--- config.mk ---
export PLATFORM = sky130hd
export DESIGN_NAME = alu_wb_flags
export DESIGN_NICKNAME = d
export VERILOG_FILES = /design/src/rtl/alu_wb_flags.sv
export SDC_FILE = /design/constraint.sdc
export NUM_CORES = 1
export LEC_CHECK = 0
export ABC_CLOCK_PERIOD_IN_PS = 2000
export BUFFER_PORTS_ARGS = -buffer_cell sky130_fd_sc_hd__buf_2
export CORE_ASPECT_RATIO = 1.5
export CORE_MARGIN = 3
export CORE_UTILIZATION = 38
export CTS_BUF_LIST = sky130_fd_sc_hd__clkbuf_2
export CTS_CLUSTER_SIZE = 40
export DETAILED_ROUTE_END_ITERATION = 7
export PLACE_DENSITY = 0.58
export SKIP_CTS_REPAIR_TIMING = 1
export SYNTH_ARGS = -nofsm -noshare
export SYNTH_HDL_FRONTEND = slang
export SYNTH_SLANG_ARGS = --single-unit
export TNS_END_PERCENT = 1
--- constraint.sdc ---
create_clock -name clk -period 2 [get_ports clk]
set_input_delay 0.4 -clock clk [delete_from_list [all_inputs] [get_ports clk]]
set_output_delay 0.4 -clock clk [all_outputs]
set_load 0.01 [all_outputs]
--- src/rtl/alu_wb_flags.sv ---
// rtl/alu_wb_flags.sv - ALU writeback buffer, condition flags and branch evaluator
//
// Purpose:
//   Accepts ALU results on a valid/ready handshake. Results with in_wen set are
//   queued in a 2-entry {rd, data} FIFO and presented to the register file on the
//   wb_* handshake. Every accepted result may update the {N,V,Z} flags according
//   to its ALU operation. Branch requests are evaluated against the flags and
//   answered one cycle later with a single-cycle br_done pulse and a held br_taken.
//
// Configuration macro:
//   FLAG_FWD_EN  defined   : branches see flags forwarded from a same-cycle
//                            flag-updating result; br_ready is always 1.
//                undefined : branches see registered flags only; br_ready drops
//                            for the cycle a flag-updating result is accepted.
//
// Ports:
//   clk, rst_n                 clock, asynchronous active-low reset
//   in_valid / in_ready        ALU result handshake
//   in_dst[15:0]               ALU result value
//   in_ov, in_zr               overflow and zero indications of the result
//   in_ctrl[3:0]               ALU operation code
//   in_rd[3:0], in_wen         destination register, register write enable
//   wb_valid / wb_ready        register file write handshake
//   wb_rd[3:0], wb_data[15:0]  register file write address and data
//   br_valid / br_ready        branch evaluation request handshake
//   br_cond[2:0]               branch condition code
//   br_done, br_taken          branch result pulse and outcome
//   flags[2:0]                 current {N,V,Z}

module alu_wb_flags (
   input  logic        clk,
   input  logic        rst_n,
   // ALU result input
   input  logic        in_valid,
   output logic        in_ready,
   input  logic [15:0] in_dst,
   input  logic        in_ov,
   input  logic        in_zr,
   input  logic [3:0]  in_ctrl,
   input  logic [3:0]  in_rd,
   input  logic        in_wen,
   // register file writeback
   output logic        wb_valid,
   input  logic        wb_ready,
   output logic [3:0]  wb_rd,
   output logic [15:0] wb_data,
   // branch evaluation
   input  logic        br_valid,
   output logic        br_ready,
   input  logic [2:0]  br_cond,
   output logic        br_done,
   output logic        br_taken,
   output logic [2:0]  flags
);

   // ALU operation codes
   localparam logic [3:0] ALU_ADD = 4'h0;
   localparam logic [3:0] ALU_SUB = 4'h1;
   localparam logic [3:0] ALU_AND = 4'h2;
   localparam logic [3:0] ALU_NOR = 4'h3;
   localparam logic [3:0] ALU_SLL = 4'h4;
   localparam logic [3:0] ALU_SRL = 4'h5;
   localparam logic [3:0] ALU_SRA = 4'h6;
   localparam logic [3:0] ALU_LHB = 4'h7;

   // Branch condition codes
   localparam logic [2:0] BR_NEQ    = 3'b000;
   localparam logic [2:0] BR_EQ     = 3'b001;
   localparam logic [2:0] BR_GT     = 3'b010;
   localparam logic [2:0] BR_LT     = 3'b011;
   localparam logic [2:0] BR_GTE    = 3'b100;
   localparam logic [2:0] BR_LTE    = 3'b101;
   localparam logic [2:0] BR_OVFL   = 3'b110;
   localparam logic [2:0] BR_UNCOND = 3'b111;

   // Flag bit positions within {N,V,Z}
   localparam int FLAG_N = 2;
   localparam int FLAG_V = 1;
   localparam int FLAG_Z = 0;

   // ------------------------------------------------------------------
   // Writeback FIFO
   // ------------------------------------------------------------------
   logic [3:0]  fifo_rd   [2];
   logic [15:0] fifo_data [2];
   logic        wr_ptr;
   logic        rd_ptr;
   logic [1:0]  count;

   logic in_accept;
   logic push;
   logic pop;

   // in_ready looks only at occupancy, so a full FIFO never accepts even when
   // the head is leaving in the same cycle; this keeps in_ready off the
   // wb_ready combinational path.
   assign in_ready  = (count != 2'd2);
   assign in_accept = in_valid && in_ready;
   assign push      = in_accept && in_wen;

   assign wb_valid  = (count != 2'd0);
   assign pop       = wb_valid && wb_ready;
   assign wb_rd     = fifo_rd[rd_ptr];
   assign wb_data   = fifo_data[rd_ptr];

   always_ff @(posedge clk or negedge rst_n) begin
      if (!rst_n) begin
         fifo_rd[0]   <= 4'h0;
         fifo_rd[1]   <= 4'h0;
         fifo_data[0] <= 16'h0000;
         fifo_data[1] <= 16'h0000;
         wr_ptr       <= 1'b0;
         rd_ptr       <= 1'b0;
         count        <= 2'd0;
      end else begin
         if (push) begin
            fifo_rd[wr_ptr]   <= in_rd;
            fifo_data[wr_ptr] <= in_dst;
            wr_ptr            <= ~wr_ptr;
         end
         if (pop) begin
            rd_ptr <= ~rd_ptr;
         end
         case ({push, pop})
            2'b10:   count <= count + 2'd1;
            2'b01:   count <= count - 2'd1;
            default: count <= count;
         endcase
      end
   end

   // ------------------------------------------------------------------
   // Flags
   // ------------------------------------------------------------------
   logic       upd_nvz;     // arithmetic ops: N, V and Z
   logic       upd_nz;      // logical/shift ops: N and Z, V holds
   logic       flag_upd;
   logic [2:0] nxt_flags;

   always_comb begin
      upd_nvz = 1'b0;
      upd_nz  = 1'b0;
      case (in_ctrl)
         ALU_ADD, ALU_SUB:                            upd_nvz = 1'b1;
         ALU_AND, ALU_NOR, ALU_SLL, ALU_SRL, ALU_SRA: upd_nz  = 1'b1;
         ALU_LHB:                                     ;
         default:                                     ;
      endcase
   end

   assign flag_upd = upd_nvz || upd_nz;

   always_comb begin
      nxt_flags = flags;
      if (in_accept && upd_nvz) begin
         nxt_flags = {in_dst[15], in_ov, in_zr};
      end else if (in_accept && upd_nz) begin
         nxt_flags = {in_dst[15], flags[FLAG_V], in_zr};
      end
   end

   always_ff @(posedge clk or negedge rst_n) begin
      if (!rst_n) begin
         flags <= 3'b000;
      end else begin
         flags <= nxt_flags;
      end
   end

   // ------------------------------------------------------------------
   // Branch evaluation
   // ------------------------------------------------------------------
   logic [2:0] eval_flags;
   logic       br_accept;
   logic       cond_true;

`ifdef FLAG_FWD_EN
   // Forward the flags a same-cycle result is about to write, so a branch
   // never has to wait behind a flag update.
   assign eval_flags = nxt_flags;
   assign br_ready   = 1'b1;
`else
   // Without forwarding the registered flags would be stale during a
   // flag-updating accept, so the branch is held off for that cycle.
   assign eval_flags = flags;
   assign br_ready   = !(in_accept && flag_upd);
`endif

   assign br_accept = br_valid && br_ready;

   always_comb begin
      cond_true = 1'b0;
      case (br_cond)
         BR_NEQ:    cond_true = !eval_flags[FLAG_Z];
         BR_EQ:     cond_true =  eval_flags[FLAG_Z];
         BR_GT:     cond_true = !eval_flags[FLAG_Z] && !eval_flags[FLAG_N];
         BR_LT:     cond_true =  eval_flags[FLAG_N];
         BR_GTE:    cond_true =  eval_flags[FLAG_Z] || !eval_flags[FLAG_N];
         BR_LTE:    cond_true =  eval_flags[FLAG_N] ||  eval_flags[FLAG_Z];
         BR_OVFL:   cond_true =  eval_flags[FLAG_V];
         BR_UNCOND: cond_true = 1'b1;
         default:   cond_true = 1'b0;
      endcase
   end

   // br_done is high only for the cycle after an accept; br_taken keeps the
   // last outcome until the next accepted branch replaces it.
   always_ff @(posedge clk or negedge rst_n) begin
      if (!rst_n) begin
         br_done  <= 1'b0;
         br_taken <= 1'b0;
      end else begin
         br_done <= br_accept;
         if (br_accept) begin
            br_taken <= cond_true;
         end
      end
   end

endmodule

# Word-level counts from Yosys, hierarchy flattened
# Cells that the tools add are included.
# Widths: inputs -> output; s select.
classes:
  addsub: 2
  multipliers: 0
  div: 0
  n_lt_le_gt_ge: 3
  eq_ne: 16
  shifts: 0
  muxes: 18
  bitwise: 4
  n_reduce_logical: 22
op_table:
  columns: ["cell", "n"]
  rows:
  - ["$mux 16", 4]
  - ["$bwmux 32", 1]
  - ["$demux 16 s1", 1]
  - ["$mux 4", 4]
  - ["$eq 3x3->1 const B", 4]
  - ["$eq 4x3->1 const B", 3]
  - ["$logic_and 1x1->1", 9]
  - ["$bwmux 8", 1]
  - ["$eq 4x2->1 const B", 2]
  - ["$pmux 1 s8", 1]
  - ["$eq 3x2->1 const B", 2]
  - ["$mux 3", 2]
  - ["$reduce_bool 2->1", 3]
  - ["$reduce_or 5->1", 1]
  - ["$demux 4 s1", 1]
  - ["$eq 4x1->1 const B", 1]
  - ["$ge 2x2->1 const B", 2]
  - ["$logic_not 4->1", 1]
  - ["$not 1->2", 2]
  - ["$pmux 2 s2", 1]
  - ["$eq 3x1->1 const B", 1]
  - ["$logic_not 1->1", 3]
  - ["$logic_not 3->1", 1]
  - ["$logic_or 1x1->1", 3]
  - ["9 further kinds", 11]
word_totals:
  reg_bits: 49
  latchBits: 0
  ramBits: 0
  mem_bits_ro: 0
  input_bits: 35
  out_inout_bits: 28
  word_cells: 76
  n_memories: 0

# Logic depth before layout (Yosys ltp)
# Gate-level depths: netlist (run 1).
depth:
  depth_word: 7
  mapped_depth: 6
  ltp_nobuf: 6

# Least setup slack after synthesis (run 1)
# OpenSTA, ideal clock, no wires.
synth_path:
  path_kind: "reg2reg"
  start: "register count[1]"
  end: "register count[1]"
  setup_ns: 0.079
  arrival_ns: 1.481
  required_ns: 1.921
  setup_slack_ns: 0.439
  path_stages_with_launch: 6
  period_less_slack_ns: 1.561
  cell_sequence: "dfrtp_1 or2_2 and2_1 ha_1 nor2_1 xor2_1"
synth_between:
  word_cells_on_any_way: 11
  classes_between: "add/sub: 2; eq/ne: 3; mux: 1; reduce/logical: 5"
synth_lines:
  columns: ["item", "line_no", "text"]
  rows:
  - ["from (decl)", "88", "logic [1:0] count;"]
  - ["from (signal assigned)", "125", "2'b10: count <= count + 2'd1;"]
  - ["from (signal assigned)", "126", "2'b01: count <= count - 2'd1;"]
  - ["from (signal assigned)", "127", "default: count <= count;"]
  - ["$reduce_bool 2->1 *", "101", "assign wb_valid = (count != 2'd0);"]
  - ["via wb_valid", "43", "output logic wb_valid,"]
  - ["$logic_and 1x1->1 *", "102", "assign pop = wb_valid && wb_ready;"]
  - ["via pop", "92", "logic pop;"]
  - ["$eq 2x1->1 or $eq 2x2->1 (tied branches)", "124", "case ({push, pop})"]
  - ["$pmux 2 s2 or $reduce_bool 2->1 (tied branches)", null, null]
# Mark *: on every way through the listed nets, which the timed path passes. The rest lies on a longest branch.
# A chain may end at the register's enable or synchronous reset.

# Worst setup path in the final report (run 1)
layout_path:
  start: "register rd_ptr"
  end: "output wb_data[8]"
layout_between:
  elab_chain_cells: 4
layout_lines:
  columns: ["item", "line_no", "text"]
  rows:
  - ["from (decl)", "87", "logic rd_ptr;"]
  - ["from (signal assigned)", "122", "rd_ptr <= ~rd_ptr;"]
  - ["$not 1->2 (not written as such)", "104", "assign wb_data = fifo_data[rd_ptr];"]
  - ["$mux 16 (not written as such) (3 in series)", "104", null]
  - ["to (decl)", "46", "output logic [15:0] wb_data,"]
# No other way between the ends. The select of a mux whose other input is x is not followed.

==> results_dict.tcl, run 1 <==
set metrics [dict create \
    gp_congestion 0.782 \
    core-area_um2 5620 \
    drc_errors 0 \
    num-nets-final 256 \
    finalHoldViolations 0 \
    final.setup_skew_ns 0.0230 \
    cts_max_path_buffers 2 \
    die_area_um2 6950 \
    cts_tree "done" \
    yosys_warnings 0 \
    die_x_um 69.1 \
    yosys_register_bits 49 \
    ys_async_sr_fraction 1.00 \
    synth_area_leaders "dfrtp_1 54%, mux2_2 29%, buf_6 2.0%, mux2_1 1.5%, xnor2_1 1.2%" \
    clkTransAtPathRegs_ns 0.24 \
    synth_top_area_share 0.541 \
    post_drt_via_cell_ratio 5.00 \
    multi_input_area_um2 1060 \
    fin_crit_sh 0.970 \
    clock_latency_ns 0.41 \
    synth-compound-area-share 0.0160 \
    synth_cell_type_count 27 \
    seq_area_um2 1230 \
    num_rows 33 \
    dp_worst_setup_slack_ns 0.353 \
    synth-edff-count 0 \
    dieHeight_um 101 \
    status "complete, no violations" \
    layout_common_cells "48 x dfrtp_1, 42 x buf_2, 39 x mux2_2" \
    slew_headroom 0.618 \
    cp_data_arrival_time_ns 1.54 \
    muxShareOfSynthArea 0.323 \
    synthToLayoutAreaGrowth_pct 31.2 \
    yosysTopAreaCell "dfrtp_1" \
    worstSetupPathType "reg2out" \
    finalMaxSlewViolations 0 \
    cp.required_ns 1.60 \
    setup_viol 0 \
    hold_ws_ns 0.201 \
    worstSetupEndpointType "output pin" \
    synth_cells 149 \
    synth_top_family_by_area "multiplexers" \
    mappedNetlistNets 185 \
    num-fill-cells 516 \
    drive_above_1_share 0.652 \
    fmax_mhz 516 \
    fin_cells 291 \
    grt_pass1_wl_um 7810 \
    track_usage 0.143 \
    critPathLaunchType "flop" \
    avgSynthCellArea_um2 15.2 \
    cts-root-buf "clkbuf_2" \
    hold_path_class "in2reg" \
    antenna_found_initial 0 \
    setup_ws_ns 0.0607 \
    cts_num_sinks 49 \
    h-tree-depth 2 \
    postRouteAntennaNets 0 \
    insertedDiodeCount 0 \
    yosys.area_share.simple 0.0712 \
    postRouteWirelength_um 4780 \
    syn_area_um2 2270 \
    dp.cells 280 \
    first_global_vias 1626 \
    grt_overflow_total 0 \
    timing.final.crit_period_ns 1.94 \
    grt_max_degree 27 \
    leakage_uw 0.00141 \
    dpl.hpwl_um 3440 \
    place.port_buffers 62 \
    dr.first_iter.drc_count 31 \
    worst-path-max-fanout 6 \
    synth_xor_area_frac 0.0193 \
    boundaryPins 63 \
    vias 1456 \
    final_common_cell "dfrtp_1" \
    ys_seq_area_frac 0.541 \
    worst_slew_pin_slew_ns 0.573 \
    synthFlopType "dfrtp_1" \
    synthAdderAreaFrac 0.00552 \
    power.density_nw_per_um2 1680 \
    initial_utilization 0.404 \
    grt_setup_unrepaired "yes" \
    drtPass1Iterations 4 \
    wl_per_cell_um 16.4 \
    vdd_drop_max_mv 0.920 \
    numCtsBuffers 5 \
    maxCapViolCount 0 \
]
==> cell families (layout without fill, tap and decap cells) <==
| group | after synthesis | in the layout |
|---|---|---|
| fa+ha+maj | 1 | 1 |
| buf+inv | 6 | 78 |
| xor+xnor | 5 | 5 |
| simple gates | 18 | 18 |
| compound gates | 5 | 5 |
| mux | 65 | 65 |
| flops | 49 | 49 |
==> final timing paths <==
path / cells past startpoint / to / slack, ns / start
worst min-delay path: 2 / fifo_data[5] / 0.20 / in_dst[5]
worst min register to register: 1 / fifo_data[16] / 0.52 / fifo_data[16]
max in group asynchronous: 3 / fifo_data[10] / 0.87 / rst_n
worst max-delay path: 3 / wb_data[8] / 0.06 / rd_ptr
worst max register to register: 6 / count[1] / 0.31 / count[1]
min in group asynchronous: 2 / fifo_data[1] / 0.47 / rst_n
==> routing by layer <==
metal | routed length [µm] | GRT usage | share of wire | vias to the layer above
met5 | 0 | 0 | 0 | -
met4 | 89 | 0.0617 | 0.019 | 0
met3 | 263 | 0.0479 | 0.055 | 7
met2 | 2660 | 0.265 | 0.56 | 38
met1 | 1770 | 0.146 | 0.37 | 739
li1 | - | - | - | 672
==> area by class of cell <==
type | instances | area share
clock inverters | 2 | 0.0113
clock buffers | 6 | 0.0101
flip-flops and latches | 49 | 0.412
repair buffers | 70 | 0.180
well taps | 70 | 0.0294
multi-input cells | 94 | 0.357
==> where the power goes <==
part	internal, µW	switching [µW]
Sequential	1480	325
Combinational	1720	953
Clock	213	297
==> worst max-delay path: stages, from the launching register on <==
cell and delay [ns]:
dfrtp_2 0.52, clkbuf_16 0.19, mux2_4 0.30, buf_6 0.12
==> cell usage after synthesis, types with 2 or more instances <==
library cell / number
nor2_1: 3
xor2_1: 2
xnor2_1: 3
mux2_1: 3
buf_2: 2
nand2_1: 2
mux2_2: 59
dfrtp_1: 49
buf_6: 4
and2_1: 2
nand2b_1: 2
mux2i_1: 2
a21boi_0: 2
==> registers in the layout, summed over array words and instances (netlist names) <==
name,cells
flags,3
fifo_data,32
br_taken,1
count,2
rd_ptr,1
fifo_rd,8
wr_ptr,1
br_done,1
==> metrics by stage <==
| stage | instance area (µm²) | utilization | power (µW) | TNS [ns] |
|---|---|---|---|---|
| 2_1_floorplan | 2270 | - | 3080 | 0 |
| 3_3_place_gp | 2650 | 0.472 | 3640 | 0 |
| 3_5_place_dp | 2650 | 0.472 | 3750 | 0 |
| 4_1_cts | 2710 | 0.483 | 4260 | -0.0364 |
| 5_1_grt | 2980 | 0.530 | 5310 | -0.730 |
| 6_report | 2980 | 0.530 | 4990 | 0 |
(Power assumes the default switching activity.)
==> run 2: changes to the inputs <==
--- a/config.mk
+++ b/config.mk
@@ -9,2 +9,3 @@
 export BUFFER_PORTS_ARGS = -buffer_cell sky130_fd_sc_hd__buf_2
+export CAP_MARGIN = 30
 export CORE_ASPECT_RATIO = 1.5
@@ -15,2 +16,3 @@
 export DETAILED_ROUTE_END_ITERATION = 7
+export HOLD_SLACK_MARGIN = 0.06
 export PLACE_DENSITY = 0.58
--- a/constraint.sdc
+++ b/constraint.sdc
@@ -3,2 +3,2 @@
 set_output_delay 0.4 -clock clk [all_outputs]
-set_load 0.01 [all_outputs]
+set_load 0.1 [all_outputs]
==> run 2 against run 1 <==
Against the previous run: sequential share of layout area shrank 0.80 points; routed wire length decreased by 6.1%; count of clock-buffer cells in the layout grew 2; worst setup slack worse by 0.034 ns; non-clock buffer count stayed put; via count grew 2.4%; first-iteration DRC count unchanged; final area up 2.0%; flip-flop and latch count unchanged; cell count stayed put; critical path depth stayed put; worst hold slack got worse by 0.0027 ns; critical endpoint is now wb_rd[0]; largest cell class unchanged.
==> results_dict.tcl, run 2 (synthesized netlist as in run 1, its figures left out) <==
set metrics [dict create \
    wl_per_cell_um 15.4 \
    maxCapViolCount 0 \
    largest_register_ffs 32 \
    cp_cell_sequence "buf_6, mux2_2, buf_12" \
    worst_slew_pin_slew_ns 0.498 \
    hold_path_class "in2reg" \
    holdPathStages 2 \
    drtPass1Iterations 4 \
    die_x_um 69.1 \
    dpl.hpwl_um 3410 \
    final_common_cell "mux2_2" \
    drive_above_1_share 0.656 \
    slew_headroom 0.670 \
    r2r_start "count[0]" \
    num_rows 33 \
    cts_tree "done" \
    dieHeight_um 101 \
    vias 1491 \
    die_area_um2 6950 \
    fin_crit_sh 0.987 \
    layout_common_cells "58 x mux2_2, 48 x dfrtp_1, 40 x buf_2" \
    dp.cells 280 \
    core-area_um2 5620 \
    cts-root-buf "clkbuf_2" \
    min_from "in_ov" \
    r2r-end "fifo_rd[4]" \
    worstSetupEndpointType "output pin" \
    postRouteWirelength_um 4490 \
    gp_congestion 0.725 \
    cts_max_path_buffers 2 \
    num-nets-final 256 \
    timing.final.crit_period_ns 1.97 \
    grt_overflow_total 0 \
    place_area_um2 2950 \
    synthToLayoutAreaGrowth_pct 33.8 \
    numCtsBuffers 5 \
    cp.required_ns 1.60 \
    final.setup_skew_ns 0.0294 \
    crit_start "rd_ptr" \
    cpMaxStageDelayCell "dfrtp_2" \
    finalHoldViolations 0 \
    track_usage 0.142 \
    drc_errors 0 \
    clkTransAtPathRegs_ns 0.23 \
    insertedDiodeCount 0 \
    cp_data_arrival_time_ns 1.57 \
    cts_num_sinks 49 \
    initial_utilization 0.404 \
    holdPathEnd "flags[1]" \
    dr.first_iter.drc_count 31 \
    cp_top_family "flip-flops" \
    fin_cells 291 \
    boundaryPins 63 \
    top_regs "fifo_data x32, fifo_rd x8, flags x3" \
    finalMaxSlewViolations 0 \
    clock_latency_ns 0.41 \
    grt_max_degree 22 \
    critPathBufInv 2 \
    status "complete, no violations" \
    post_drt_via_cell_ratio 5.12 \
    postRouteAntennaNets 0 \
    largest-register "fifo_data" \
    place.port_buffers 62 \
    grt_pass1_wl_um 8000 \
    reg2reg_depth 5 \
    crit_path_max_incr_delay_ns 0.46 \
    worstSetupPathType "reg2out" \
    h-tree-depth 2 \
    design_area_um2 3040 \
    rrSetupSlack_ns 0.36 \
    grt_setup_unrepaired "yes" \
    fmax_mhz 507 \
    antenna_found_initial 0 \
    critPathLaunchType "flop" \
    final_core_util 0.541 \
    setup_viol 0 \
    first_global_vias 1711 \
    worst-path-max-fanout 9 \
]
-- run 2: stage by stage --
step           setup TNS (ns)  hold slack, ns  worst slack (ns)
2_1_floorplan               0           0.104             0.113
3_3_place_gp                0           0.381             0.385
3_5_place_dp                0           0.381             0.358
4_1_cts                 -2.65          -0.121            -0.160
5_1_grt                 -1.01           0.136           -0.0634
6_report                    0           0.198            0.0265
-- run 2: worst max path at each step --
stage	to	slack, ns	cells past startpoint
CTS	wb_data[9]	-0.16	3
global route	wb_data[15]	-0.06	3
finish	wb_rd[0]	0.03	3
global placement	wb_data[10]	0.38	3
floorplan	br_taken	0.11	4
detailed placement	wb_data[8]	0.36	3
-- run 2: layer usage --
| metal | global-route usage | wire length (µm) |
|---|---|---|
| met5 | 0 | 0 |
| met3 | 0.0439 | 228 |
| met4 | 0.0556 | 79 |
| met1 | 0.154 | 1730 |
| met2 | 0.257 | 2460 |
-- run 2: cell type report --
class / count / area [µm²]
clock buffers: 8 / 40.0
multi-input cells: 94 / 991
well taps: 70 / 87.6
fillers: 506 / 2580
repair buffers: 70 / 689
flip-flops and latches: 49 / 1230
Power of run 2 is not shown: default switching activity piles up to over one toggle a cycle in this logic, so the estimate is an artifact.
